$ cat src/rtl/cmp_conv_pkg.sv
// Shared types and encodings for the comparator conversion controller.
package cmp_conv_pkg;

    typedef enum logic [1:0] {
        ST_IDLE   = 2'd0,
        ST_SETTLE = 2'd1,
        ST_SAMPLE = 2'd2,
        ST_DONE   = 2'd3
    } state_e;

    localparam logic [1:0] COMP_EQ  = 2'b00;
    localparam logic [1:0] COMP_LT  = 2'b01;
    localparam logic [1:0] COMP_GT  = 2'b10;
    localparam logic [1:0] COMP_BAD = 2'b11;

    localparam logic MODE_RAMP = 1'b0;
    localparam logic MODE_SAR  = 1'b1;

endpackage

$ cat src/rtl/settle_timer.sv
// Loadable down-counter that times how long a DAC trial code is held before sampling.
module settle_timer #(
    parameter int SETTLE = 2
) (
    input  logic clk,
    input  logic rst_n,
    input  logic load_i,
    input  logic en_i,
    output logic expired_o
);

    localparam int CNT_W = (SETTLE > 1) ? $clog2(SETTLE) : 1;
    localparam logic [CNT_W-1:0] LOAD_VAL = CNT_W'(SETTLE - 1);

    logic [CNT_W-1:0] count_q;

    // NOTE: clocked state uses non-blocking assignments so every register sees pre-edge values.
    always_ff @(posedge clk or negedge rst_n) begin
        if (!rst_n) begin
            count_q <= '0;
        end else if (load_i) begin
            count_q <= LOAD_VAL;
        end else if (en_i && (count_q != '0)) begin
            count_q <= count_q - CNT_W'(1);
        end
    end

    assign expired_o = (count_q == '0);

endmodule

$ cat src/rtl/cmp_conv_ctrl.sv
// Conversion controller: sequences DAC trial codes, samples the comparator and
// resolves a WIDTH-bit result by linear ramp or successive approximation.
module cmp_conv_ctrl
    import cmp_conv_pkg::*;
#(
    parameter int WIDTH  = 4,
    parameter int SETTLE = 2
) (
    input  logic             clk,
    input  logic             rst_n,
    input  logic             start,
    input  logic             mode,
    input  logic [1:0]       comp_out,
    output logic [WIDTH-1:0] dac_code,
    output logic             busy,
    output logic             done,
    output logic [WIDTH-1:0] result,
    output logic             exact,
    output logic             err,
    output logic [3:0]       conv_count
);

    localparam logic [WIDTH-1:0] ZERO     = '0;
    localparam logic [WIDTH-1:0] ALL_ONES = '1;
    localparam logic [WIDTH-1:0] ONE      = WIDTH'(1);
    localparam logic [WIDTH-1:0] MSB_ONLY = {1'b1, {(WIDTH-1){1'b0}}};

    state_e           state_q;
    logic             mode_q;
    logic [WIDTH-1:0] dac_code_q;
    logic [WIDTH-1:0] mask_q;
    logic [WIDTH-1:0] result_q;
    logic             busy_q;
    logic             done_q;
    logic             exact_q;
    logic             err_q;
    logic [3:0]       conv_count_q;

    logic             fin_d;
    logic             abort_d;
    logic             exact_d;
    logic [WIDTH-1:0] result_d;
    logic [WIDTH-1:0] next_code_d;
    logic [WIDTH-1:0] kept_code;

    logic             tmr_load;
    logic             tmr_en;
    logic             tmr_expired;

    // Verdict for the current trial; only consumed on the SAMPLE edge.
    always_comb begin
        // NOTE: every signal gets a default first so no path can infer a latch.
        fin_d       = 1'b0;
        abort_d     = 1'b0;
        exact_d     = 1'b0;
        result_d    = dac_code_q;
        next_code_d = dac_code_q;
        kept_code   = dac_code_q;

        if (comp_out == COMP_BAD) begin
            fin_d    = 1'b1;
            abort_d  = 1'b1;
            result_d = ZERO;
        end else if (mode_q == MODE_RAMP) begin
            case (comp_out)
                COMP_EQ: begin
                    fin_d   = 1'b1;
                    exact_d = 1'b1;
                end
                COMP_LT: begin
                    fin_d    = 1'b1;
                    result_d = (dac_code_q == ZERO) ? ZERO : dac_code_q - ONE;
                end
                default: begin
                    if (dac_code_q == ALL_ONES) begin
                        fin_d = 1'b1;
                    end else begin
                        next_code_d = dac_code_q + ONE;
                    end
                end
            endcase
        end else begin
            // mask_q marks the bit under test; bits below it are still zero.
            if (comp_out == COMP_LT) begin
                kept_code = dac_code_q & ~mask_q;
            end
            if (comp_out == COMP_EQ) begin
                fin_d   = 1'b1;
                exact_d = 1'b1;
            end else if (mask_q[0]) begin
                fin_d    = 1'b1;
                result_d = kept_code;
            end else begin
                next_code_d = kept_code | (mask_q >> 1);
            end
        end
    end

    assign tmr_load = ((state_q == ST_IDLE) && start) ||
                      ((state_q == ST_SAMPLE) && !fin_d);
    assign tmr_en   = (state_q == ST_SETTLE);

    settle_timer #(
        .SETTLE (SETTLE)
    ) u_settle_timer (
        .clk       (clk),
        .rst_n     (rst_n),
        .load_i    (tmr_load),
        .en_i      (tmr_en),
        .expired_o (tmr_expired)
    );

    always_ff @(posedge clk or negedge rst_n) begin
        if (!rst_n) begin
            state_q      <= ST_IDLE;
            mode_q       <= MODE_RAMP;
            dac_code_q   <= ZERO;
            mask_q       <= ZERO;
            result_q     <= ZERO;
            busy_q       <= 1'b0;
            done_q       <= 1'b0;
            exact_q      <= 1'b0;
            err_q        <= 1'b0;
            conv_count_q <= 4'd0;
        end else begin
            done_q <= 1'b0;
            case (state_q)
                ST_IDLE: begin
                    if (start) begin
                        state_q    <= ST_SETTLE;
                        mode_q     <= mode;
                        err_q      <= 1'b0;
                        busy_q     <= 1'b1;
                        mask_q     <= MSB_ONLY;
                        dac_code_q <= (mode == MODE_SAR) ? MSB_ONLY : ZERO;
                    end
                end
                ST_SETTLE: begin
                    if (tmr_expired) begin
                        state_q <= ST_SAMPLE;
                    end
                end
                ST_SAMPLE: begin
                    if (fin_d) begin
                        state_q    <= ST_DONE;
                        busy_q     <= 1'b0;
                        done_q     <= 1'b1;
                        dac_code_q <= ZERO;
                        result_q   <= result_d;
                        exact_q    <= exact_d;
                        err_q      <= abort_d;
                        if (!abort_d) begin
                            conv_count_q <= conv_count_q + 4'd1;
                        end
                    end else begin
                        state_q    <= ST_SETTLE;
                        dac_code_q <= next_code_d;
                        mask_q     <= mask_q >> 1;
                    end
                end
                ST_DONE: begin
                    state_q <= ST_IDLE;
                end
                default: begin
                    state_q <= ST_IDLE;
                end
            endcase
        end
    end

    assign dac_code   = dac_code_q;
    assign busy       = busy_q;
    assign done       = done_q;
    assign result     = result_q;
    assign exact      = exact_q;
    assign err        = err_q;
    assign conv_count = conv_count_q;

endmodule

$ cat config.mk
export PLATFORM = sky130hd
export DESIGN_NAME = cmp_conv_ctrl
export DESIGN_NICKNAME = d
export VERILOG_FILES = /design/src/rtl/cmp_conv_pkg.sv /design/src/rtl/settle_timer.sv /design/src/rtl/cmp_conv_ctrl.sv
export SDC_FILE = /design/constraint.sdc
export NUM_CORES = 1
export LEC_CHECK = 0
export ABC_AREA = 1
export CORE_ASPECT_RATIO = 1.25
export CORE_UTILIZATION = 52
export CTS_CLUSTER_DIAMETER = 60
export CTS_CLUSTER_SIZE = 30
export DETAILED_ROUTE_END_ITERATION = 16
export GPL_TIMING_DRIVEN = 0
export PLACE_DENSITY = 0.79
export SYNTH_ARGS = -nofsm -noshare
export SYNTH_HDL_FRONTEND = slang
export SYNTH_SLANG_ARGS = --single-unit
$ cat constraint.sdc
create_clock -name clk -period 1.5 [get_ports clk]
set_input_delay 0.375 -clock clk [delete_from_list [all_inputs] [get_ports clk]]
set_output_delay 0.375 -clock clk [all_outputs]
set_load 0.005 [all_outputs]
# Word level (Yosys, flattened, before mapping)
# Cells that the tools add are included.
# word_totals
reg_bits,24
latch_bits,0
ramBits,0
romBits,0
input_bits,6
output_inout_bits,16
word_cells,97
n_memories,0
# classes
addsub,4
mul,0
div,0
n_lt_le_gt_ge,0
eq_ne,15
shifts,0
n_mux,45
n_bitwise,4
reduce_logical,18
# ops
operator,count
$mux W4,20
$mux W1,17
$ne A4 B4 Y1 const B,4
$pmux W4 S2,2
$reduce_and A3 Y1,3
$add A4 B1 Y4 const B,2
$ne A2 B2 Y1 const B,4
$pmux W2 S4,1
$reduce_and A7 Y1,1
$eq A2 B2 Y1 const B,3
$mux W2,3
$reduce_and A2 Y1,3
$and A4 B4 Y4,1
$eq A2 B1 Y1 const B,2
$eq A4 B4 Y1 const B,1
$logic_not A2 Y1,2
$logic_not A4 Y1,1
$not A4 Y4,1
$or A4 B3 Y4,1
$pmux W1 S2,2
$reduce_bool A2 Y1,2
$sub A4 B1 Y4 const B,1
$logic_and A1 B1 Y1,3
$ne A3 B3 Y1 const B,1
other kinds (5),5

# Depth between registers and ports, before layout
# depth
ltp_word,12
depth_mapped,10
mapped_depth_nobuf,9

# Cells and area by module
# A second synthesis with hierarchy kept.
# hier_totals
cells_unflattened,190
hier_area_um2,1388.8
# by_module_without_submodules
mod,instances,cells_each,area_per_inst_um2,seq_area_each_um2
cmp_conv_ctrl,1,184,1345.0,575.6
settle_timer,1,6,43.8,25.0

# Least setup slack after synthesis
# OpenSTA, ideal clock, no wires.
# synth_path
path_kind,reg2reg
startpoint,register dac_code_q[1] (netlist: dac_code[1])
endpoint,register dac_code_q[0] (netlist: dac_code[0])
setup_ns,0.128
arrival_ns,1.194
required_time_ns,1.372
setup_slack_ns,0.179
stages_incl_launch_ff,9
n_path_buf,0
synth_period_minus_slack_ns,1.321
cell_sequence,dfrtp_1 ha_1 nand3_1 nand2_2 nand2_4 nand2_4 clkinv_4 nand3_1 o21ai_0
# synth_between
elab_chain_cells,7
word_cells_on_any_way,13
classes_between,eq/ne (6); mux (6); reduce/logical (1)
# synth_lines
element,line_no,rtl
"start, declared",cmp_conv_ctrl.sv:30,logic [WIDTH-1:0] dac_code_q;
"start signal, assigned",cmp_conv_ctrl.sv:135,dac_code_q <= (mode == MODE_SAR) ? MSB_ONLY : ZERO;
"start signal, assigned",cmp_conv_ctrl.sv:157,dac_code_q <= next_code_d;
$eq A4 B4 Y1 (*),cmp_conv_ctrl.sv:75,if (dac_code_q == ALL_ONES) begin
$mux W1,cmp_conv_ctrl.sv:75,
$mux W1,cmp_conv_ctrl.sv:65,case (comp_out)
$mux W1,cmp_conv_ctrl.sv:64,end else if (mode_q == MODE_RAMP) begin
$mux W1,cmp_conv_ctrl.sv:60,if (comp_out == COMP_BAD) begin
$ne A4 B4 Y1 (no line) (tied with other cells),-,
$reduce_and A7 Y1 (no line) or $pmux W4 S2 (tied branches),-,
# Mark *: on every way between the ends. The rest lies on a longest branch, timed or not.
# A chain may end at the register's enable or synchronous reset.

# Worst setup path after layout
# layout_path
startpoint,input comp_out[1]
endpoint,register mask_q[0]
# layout_between
elab_chain_cells,7
word_cells_on_any_way,10
classes_between,eq/ne (3); mux (4); reduce/logical (3)
# layout_lines
element,line_no,rtl
"start, declared",cmp_conv_ctrl.sv:13,"input logic [1:0] comp_out,"
$eq A2 B1 Y1 or $logic_not A2 Y1 (tied branches),"cmp_conv_ctrl.sv:65, cmp_conv_ctrl.sv:87",
$reduce_or A2 Y1 (no line),-,
$mux W1,cmp_conv_ctrl.sv:65,
$mux W1,cmp_conv_ctrl.sv:64,
$mux W1 (*),cmp_conv_ctrl.sv:60,
$ne A2 B2 Y1 (no line) (*),-,
$reduce_and A3 Y1 (no line) (*),-,
"end signal, assigned",cmp_conv_ctrl.sv:158,mask_q <= mask_q >> 1;
"end, declared",cmp_conv_ctrl.sv:31,logic [WIDTH-1:0] mask_q;
# Marks and branches as above.

==> results.md <==
- Critical Path End Type: flop
- Ratio of cells with drive above 1 in the final layout: 22.2%
- H-Tree Depth: 1
- # nets final: approximately 220
- Seq/Total Area, Yosys: 43.3%
- Number of vias per cell after detailed routing: 5.14
- Clock Sinks: 24
- Pin count of the biggest net entering global routing: 25
- DIE AREA: roughly 2900 µm²
- Register bit total from synthesis: 24
- Detailed-route wire length: 3030 µm
- Total congestion overflow after global routing: 0
- Hold crit path type: in -> async
- R2R depth: 10
- Floorplan row count: 20
- GRT Resource Usage Total: 24.0%
- Final antenna diode count: 0
- Power density over the cells: 1840 nW/µm²
- Area added between synthesis and finish: 30.1%
- Beginning of the worst register-to-register path: dac_code[0]
- CP arrival: between 1500 and 2000 ps
- Fin cells: 245
- Sequential cell fraction of total power: 31.6%
- Net count after synthesis: roughly 190
- CP Buf/Inv Count: 3
- Post-synthesis cell count: roughly 180
- Count of filler cells inserted in the layout: 188
- Data required time of the worst path: about 1700 ps
- Dpl ws: -283 ps
- Highest fanout seen on the critical path: 4
- Final Setup Violations: 0
- Final weighted congestion in routability-driven placement: 0.887
- IO buf count: 21
- Latest clock arrival within the worst-skew pair: 310 ps
- Fraction of synthesized cell area taken by the top area cell type: between 40% and 50%
- Slew Viols, Final: 0
- Die height: 59.7 µm
- Top Ports: 22
- Worst rel slew slack: 29.0%
- Commonest non-fill, non-tap cells in the layout: nand2_1 (50), dfrtp_1 (21), inv_1 (19), nand3_1 (18), dlygate4sd2_1 (16)
- Final worst setup slack: 86.3 ps
- Maximum operating frequency: about 710 MHz
- Summed negative setup slack over all endpoints: 0 ps
- Post-synth top area cell: dfrtp_1
- Period utilisation layout: 94.2%
- Worst slew pin tran: 1060 ps
- Net switching power: 1.36 mW
- CTS tree: yes
- Clock root buffer master: clkbuf_4
- R2r setup slk: roughly 86 ps
- Class of the most critical setup path: in -> reg
- Cell internal power dissipation: roughly 2 mW
- Fraction of power consumed by the clock network: 14.2%
- Initial detailed-routing violation count: 26
- Total via count after detailed routing: between 1000 and 1500
- Core Area: 2480 µm²
- Hold slack final: about 230 ps
- 1st-pass router iterations: 4
- Wire length of the first global-routing pass: 4960 µm
- Final routed wire length divided by cell count: 12.4 µm
- Effective utilization at floorplan: 56.0%
- Endpoints failing hold: 0
- Slowest stage cell on the critical path: clkdlybuf4s50_1
- Synth top area cells: dfrtp_1 (43%), nand2_1 (14%), nand3_1 (6.9%), inv_1 (5.7%), o21ai_0 (4.3%)
- TritonCTS Buffers: 3
- Total of warnings raised by yosys: 0
- Number of global-route vias before repair: 1162
- Final min period: 1410 ps
- Placed instance count: 230
- Peak VDD IR: 0.00134 V
- Count of hold buffers inserted by post-cts repair: 0
- Number of antenna violations at the first check in global routing: 0
- Largest clock skew in the final design: 4.07 ps
- Switching share of power: 41.0%
- Clock slew at reported path FFs: between 100 and 150 ps
- Max Root-Sink Buffers: 2
- LEAKAGE: just under 1 nW
- Total Power Consumption: 3.32 mW
- Longest individual stage delay on the worst path: 570 ps
- Utilization after layout: 72.8%
- Worst reg2reg endpoint: mask_q[0]
- Chip Width: 48.2 µm
- Kind of start point of the critical path: input pin
- Max_cap viols: 0
- Most prevalent standard cell on the critical path: nand2_4
- Most common cell after layout, fill and taps aside: nand2_1
- Placed Instance Area: 1640 µm²
- Combined area of all synthesized cells: 1390 µm²
- Run status: finished clean
- Number of different library cells in the post-synthesis netlist: 26
- Half-perimeter wire length after detailed placement: 2130 µm
- Logic pwr share: 54.2%
- DRC violations left: 0
- Post-route cell area: 1800 µm²
- Top delay family on crit path: buffers and inverters
- Detail Route Antenna Nets: 0
- Crit-path cells: clkdlybuf4s50_1, inv_2, nor2_1, nand2_2, nand2_4, nand2_4, nand2_4, inv_4, nand2_1, nand2_1
- Mean area per synthesized cell: 7.88 µm²
## layout make-up
class	count	area, µm²	area share, %
inverter	25	109	6.03
timing repair buffer	32	285	15.8
sequential	24	604	33.5
clock buffer	3	22.5	1.25
tap	33	41.3	2.29
clock inverter	1	30.0	1.66
buffer	2	18.8	1.04
multi-input combinational	125	693	38.4
## registers in the layout (all words and copies together) (netlist names)
signal                  count
busy                        1
state_q                     2
conv_count                  4
done                        1
mode_q                      1
dac_code                    4
mask_q                      4
exact                       1
err                         1
result                      4
u_settle_timer.count_q      1
## cell families after synthesis
| logic type | synth area share (%) |
|---|---|
| and+or+nand+nor | 35.6 |
| AOI/OAI and AO/OA | 7.40 |
| buffers and inverters | 9.03 |
| adders and majority gates | 2.71 |
| DFF | 43.3 |
| xor gates and xnor gates | 1.90 |
## layer usage
metal	global-route usage, %	routed length (µm)	share of wire, %
met4	7.94	25	0.82
met5	0	0	0
met2	40.0	1610	53
met3	3.93	96	3.2
met1	30.4	1300	43
## worst max path at each step
stage                start           to  slack, ps  cells past startpoint
2_1_floorplan  dac_code[1]  dac_code[0]        180                      8
3_3_place_gp         start  dac_code[3]       -280                      5
3_5_place_dp         start  dac_code[3]       -280                      5
4_1_cts        dac_code[0]    result[1]        -30                     10
5_1_grt        dac_code[0]    result[1]       -0.9                     10
6_report       comp_out[1]    mask_q[0]         90                     10
## worst register-to-register path: cells and delay by family, from the launching register on
kind / cells / cell delay, ps
AND/OR/NAND/NOR: 7 / 520
flip-flops: 1 / 430
buffers and inverters: 2 / 190
adder cells (fa/ha/maj): 1 / 170
## synth_stat cells
| cell type | instances |
|---|---|
| a21oi_1 | 4 |
| a21oi_2 | 1 |
| buf_4 | 1 |
| buf_6 | 1 |
| clkinv_4 | 1 |
| dfrtp_1 | 24 |
| ha_1 | 3 |
| inv_1 | 21 |
| inv_2 | 1 |
| inv_4 | 1 |
| inv_6 | 1 |
| nand2_1 | 50 |
| nand2_2 | 5 |
| nand2_4 | 4 |
| nand3_1 | 19 |
| nand3_2 | 1 |
| nand3_4 | 1 |
| nand4_1 | 2 |
| nor2_1 | 13 |
| nor2_2 | 2 |
| nor2_4 | 3 |
| o211ai_1 | 1 |
| o21ai_0 | 12 |
| o22ai_1 | 1 |
| xnor2_1 | 1 |
| xor2_1 | 2 |
## power groups by stage
stage | clock [mW] | combinational, mW | sequential (mW)
2_1_floorplan | 0 | 1.02 | 1.12
3_3_place_gp | 0 | 1.58 | 1.12
3_5_place_dp | 0 | 1.61 | 1.13
4_1_cts | 0.478 | 1.73 | 1.05
5_1_grt | 0.512 | 2.02 | 1.08
6_report | 0.473 | 1.80 | 1.05
## timing repair
| item | 4_1_cts | 5_1_grt |
|---|---|---|
| setup endpoints to repair | 18 | 38 |
| pin swaps | 0 | 3 |
| setup buffers | 10 | 1 |
| gates resized for setup | 21 | 13 |
(Power assumes the default switching activity.)
